<file path="config.mk">
export PLATFORM = sky130hd
export DESIGN_NAME = wb_stage
export DESIGN_NICKNAME = d
export VERILOG_FILES = /design/src/rtl/wb_stage.sv
export SDC_FILE = /design/constraint.sdc
export NUM_CORES = 1
export LEC_CHECK = 0
export CAP_MARGIN = 40
export CORE_MARGIN = 2
export CORE_UTILIZATION = 39
export DETAILED_ROUTE_END_ITERATION = 10
export GPL_ROUTABILITY_DRIVEN = 0
export PLACE_DENSITY = 0.77
export SLEW_MARGIN = 20
export SYNTH_ARGS = -nofsm -noshare
export SYNTH_HDL_FRONTEND = slang
export SYNTH_SLANG_ARGS = --single-unit
</file>
<file path="constraint.sdc">
create_clock -name clk -period 2.1 [get_ports clk]
set_input_delay 0.315 -clock clk [delete_from_list [all_inputs] [get_ports clk]]
set_output_delay 0.315 -clock clk [all_outputs]
set_load 0.05 [all_outputs]
</file>
<file path="src/rtl/wb_stage.sv">
// MEM/WB stage register and register-file write-back.
// Optional decode bypass enabled by defining WB_BYPASS_EN.
module wb_stage #(
  parameter int DATA_W = 32,
  parameter int ADDR_W = 4
) (
  input  logic              clk,
  input  logic              rst,
  input  logic              freeze,
  input  logic              flush,
  input  logic              valid_in,
  input  logic              wb_enable_in,
  input  logic              mem_read_in,
  input  logic [ADDR_W-1:0] dest_in,
  input  logic [DATA_W-1:0] alu_result_in,
  input  logic [DATA_W-1:0] mem_data_in,
  output logic              writeBackEn,
  output logic [ADDR_W-1:0] Dest_wb,
  output logic [DATA_W-1:0] Result_wb,
  output logic              pc_write,
  output logic              pending_valid,
  output logic [ADDR_W-1:0] pending_dest,
  output logic [31:0]       retired,
  input  logic [ADDR_W-1:0] id_src1,
  input  logic [ADDR_W-1:0] id_src2,
  output logic              byp1_hit,
  output logic              byp2_hit,
  output logic [DATA_W-1:0] byp_value
);

  logic              valid_q;
  logic              wb_en_q;
  logic              mem_rd_q;
  logic [ADDR_W-1:0] dest_q;
  logic [DATA_W-1:0] alu_q;
  logic [DATA_W-1:0] mem_q;
  logic [31:0]       ret_q;

  logic              commit;
  logic              pc_tgt;

  always_ff @(posedge clk) begin
    if (!rst) begin
      valid_q  <= 1'b0;
      wb_en_q  <= 1'b0;
      mem_rd_q <= 1'b0;
      dest_q   <= '0;
      alu_q    <= '0;
      mem_q    <= '0;
    end else if (flush) begin
      valid_q  <= 1'b0;
    end else if (!freeze) begin
      valid_q  <= valid_in;
      wb_en_q  <= wb_enable_in;
      mem_rd_q <= mem_read_in;
      dest_q   <= dest_in;
      alu_q    <= alu_result_in;
      mem_q    <= mem_data_in;
    end
  end

  // An entry retires on the one unfrozen cycle it is presented.
  always_ff @(posedge clk) begin
    if (!rst)
      ret_q <= '0;
    else if (valid_q && !freeze)
      ret_q <= ret_q + 32'd1;
  end

  assign pc_tgt        = &dest_q;
  assign commit        = valid_q & wb_en_q & ~freeze;

  assign writeBackEn   = commit & ~pc_tgt;
  assign pc_write      = commit & pc_tgt;
  assign Dest_wb       = dest_q;
  assign Result_wb     = mem_rd_q ? mem_q : alu_q;
  assign pending_valid = valid_q & wb_en_q;
  assign pending_dest  = dest_q;
  assign retired       = ret_q;

`ifdef WB_BYPASS_EN
  assign byp1_hit  = writeBackEn & (id_src1 == Dest_wb);
  assign byp2_hit  = writeBackEn & (id_src2 == Dest_wb);
  assign byp_value = Result_wb;
`else
  logic unused_src;
  assign unused_src = ^{id_src1, id_src2};
  assign byp1_hit   = 1'b0;
  assign byp2_hit   = 1'b0;
  assign byp_value  = '0;
`endif

endmodule

</file>
==> impl_summary.md <==
Status
The run finished with clean final reports.

Synth
The total of warnings raised by yosys is 0. The post-synthesis area per instance is 8.20 um^2. For this run, the leading register cell type out of synthesis is dfxtp_1. In the synthesized netlist the async set-or-reset flop fraction comes to 0.

The count of flip-flops with a built-in enable after synthesis is 0. The unique cell type count in the Yosys netlist is 34. Sorting the synthesized cells by area gives the leading types as dfxtp_1 (44%), nand2_1 (12%), a21oi_1 (9.3%).

Ranked by instance count, the synthesized netlist is headed by nand2_1 (155), dfxtp_1 (103), a21oi_1 (87). The post-synthesis instance area is 4660 um^2. Counting every instance in the synthesized netlist gives 568. Summed over all instances, the cell type with the most area after synthesis is dfxtp_1. The most common cell in the synthesized netlist is nand2_1.

The register bit count reported by yosys is 103. Of the post-synthesis cell area, the dominant cell type holds 0.443. Of the synthesized area, sequential elements account for 0.443.

STA
At the pin with the least slew margin, the transition time is 510 ps. Adding up every negative setup slack in the final design gives 0 ps. Of the available clock period, the critical path in the final layout requires 0.962.

The number of hold violations in the final report is 0. Setup violations remaining at the end of the flow were counted as 0. On the final layout, the worst hold slack is 454 ps.

The highest clock frequency the design can meet is 495 MHz. The number of pins exceeding their max-slew limit in the final report is 0. The worst relative slew slack is 0.659. Setup repair after global routing left no endpoint under its margin.

In the post-route analysis, the smallest setup slack over all paths is 80.2 ps. The minimum clock period after layout is 2020 ps. The clock skew is 8.56 ps.

Worst setup path
In this design, the largest share of critical-path delay is due to buffers and inverters. The signal on the critical path passes through and2_1 > clkdlybuf4s50_1. The top fanout value on the critical path is 6. Data on the critical path arrives at its endpoint at 1700 ps. The worst setup path is of the flip-flop to output pin kind. Together, buffers and inverters on the worst path number 1.

For the worst setup path, the data required time is 1780 ps. The startpoint class of the critical path is a flip-flop. The critical path capture point type is an output pin. The highest cell delay on the worst timing path is 800 ps.

The cell at the slowest stage of the critical path is clkdlybuf4s50_1.

Clock network
The number of buffers inserted by post-CTS setup repair is 0. The clock drives 103 sinks. After clock tree synthesis, the clock-pin slew on the worst setup and hold paths is 70 ps.

The insertion delay to the later sink of the worst-skew pair is 350 ps. TritonCTS built the clock tree. The maximum level of the CTS H-tree is 3. The maximum clock path buffer count is 2. The post-cts resize count is 0. The number of buffers added by the clock tree synthesis step is 9.

The count of hold-fix buffers inserted at cts is 0. The clock tree root driver cell is clkbuf_16.

Floorplanning
The site row count is 39. For this configuration, the core starts out at a cell density of 0.404. The area of the placeable core is 11,500 um^2. In this run the horizontal extent of the chip is 113 um. The boundary pin count is 192. The area of the die is 12,800 um^2. The vertical extent of the die is 113 um.

Power and ir drop
The cell area power density is 655 nW/um^2. IR analysis of the VDD net gives a maximum drop of 850 uV. The final total power is 4500 uW.

For this design the static power due to leakage is 0.00254 uW.

Cells and area
Of the cells placed in the final design, the portion with a size suffix greater than 1 is 0.176. At the end of the flow the core is filled with cells to 0.596. The final layout contains 790 nets. The number of antenna cells inserted is 0. The layout-stage area growth over the synthesis result is 47.4%.

Routing
After the first detailed-routing iteration, the DRC count stood at 318. In the routed layout, each cell is associated on average with a via count of 5.14. The residual antenna-violating net count after detailed routing is 0.

The DRC violation count after routing is 0. The routed via count is 4,391. The final routed wirelength across all metal layers is 12.4 mm. The count of TritonRoute iterations in the first routing pass is 6. The average wire per standard cell is 14.6 um.

Min path
The classification of the worst-slack hold path is flip-flop to flip-flop.

GRT
The global routing usage summed across all routing layers is 0.195. The overflow left after global routing is 0. The via count of the first global-routing pass is 4,266. The first global-routing pass estimated 20.3 mm of wire. The pin count of the biggest net entering global routing is 100. The number of antenna violations at the first check in global routing is 0.

Flow run
The number of violations of the max-capacitance limit is 0.

Place
Port buffering added 149 buffers. Timing analysis after detailed placement gives a worst setup slack of -170 ps. Once detailed placement completed, the half-perimeter wirelength came to 8.80 mm.
[logic make-up (layout without fill, tap and decap cells)]
kind of cell / after synthesis / in the layout / share of synthesized area
compound gates: 104 / 104 / 0.118
xor+xnor: 10 / 10 / 0.0188
fa+ha+maj: 1 / 1 / 0.00269
buf+inv: 79 / 189 / 0.0975
flops: 103 / 103 / 0.443
mux: 38 / 38 / 0.0903
other cells: 1 / 34 / 0.000805
simple gates: 232 / 232 / 0.230
[layout by cell type, fill, tap and decap left out, types with 6 or more instances in the layout]
cell and n:
a21oi_1 87, buf_12 37, buf_4 16, clkbuf_16 9, clkdlybuf4s50_1 115, conb_1 34, dfxtp_1 85, dfxtp_2 14
mux2_2 32, mux2i_1 6, nand2_1 155, nand3_1 9, nand4_1 8, nor2_1 12, o21ai_0 6, o31ai_1 11
or3_1 7, or4_1 13, xnor2_1 6
[per-layer routing]
metal	global-route usage	up-vias	part of all wire
met2	0.341	196	0.52
met4	0.0537	0	0.016
li1	-	2133	-
met5	0	-	0
met1	0.217	2039	0.37
met3	0.0836	23	0.097
[sequential cells by signal (all words and copies together), names as in the netlist]
register,count
wb_en_q,1
retired,32
mem_rd_q,1
Dest_wb,4
mem_q,32
valid_q,1
alu_q,32
[worst reg2reg max path, stage by stage (launching register included)]
cell and delay (ps):
dfxtp_1 470, nand4_1 180, or4_1 610, or4_1 460, a21oi_1 180
[final cells by class]
| class | count | area [um^2] |
|---|---|---|
| multi-input combinational | 419 | 2270 |
| sequential | 103 | 2090 |
| clock buffer | 10 | 229 |
| tap | 143 | 179 |
| clock inverter | 6 | 61.3 |
| inverter | 5 | 18.8 |
| fill | 957 | 4650 |
| timing repair buffer | 168 | 2010 |
[through the flow]
stage	instance area [um^2]	cells
after floorplan	4810	601
after global placement	6580	838
after detailed placement	6580	838
after CTS	6870	854
after global routing	6870	854
final	6870	854
[path summary, 6_finish.rpt]
kind | start | endpoint | slack [ps] | cells after the start
min | mem_q[24]$_SDFFE_PN0P_ | mem_q[24]$_SDFFE_PN0P_ | 450 | 2
max reg2reg | retired[19]$_SDFFE_PN0P_ | retired[30]$_SDFFE_PN0P_ | 130 | 4
max | valid_q$_SDFFE_PP0N_ | pending_valid | 80 | 2
min reg2reg | mem_q[24]$_SDFFE_PN0P_ | mem_q[24]$_SDFFE_PN0P_ | 450 | 2
[power by group]
part           internal [uW]  total (uW)  switching (uW)  leakage, uW
Combinational            342         811             469      0.00155
Clock                    920        1640             722     0.000142
Sequential              2010        2040            33.6     0.000849
(Power assumes the default switching activity.)
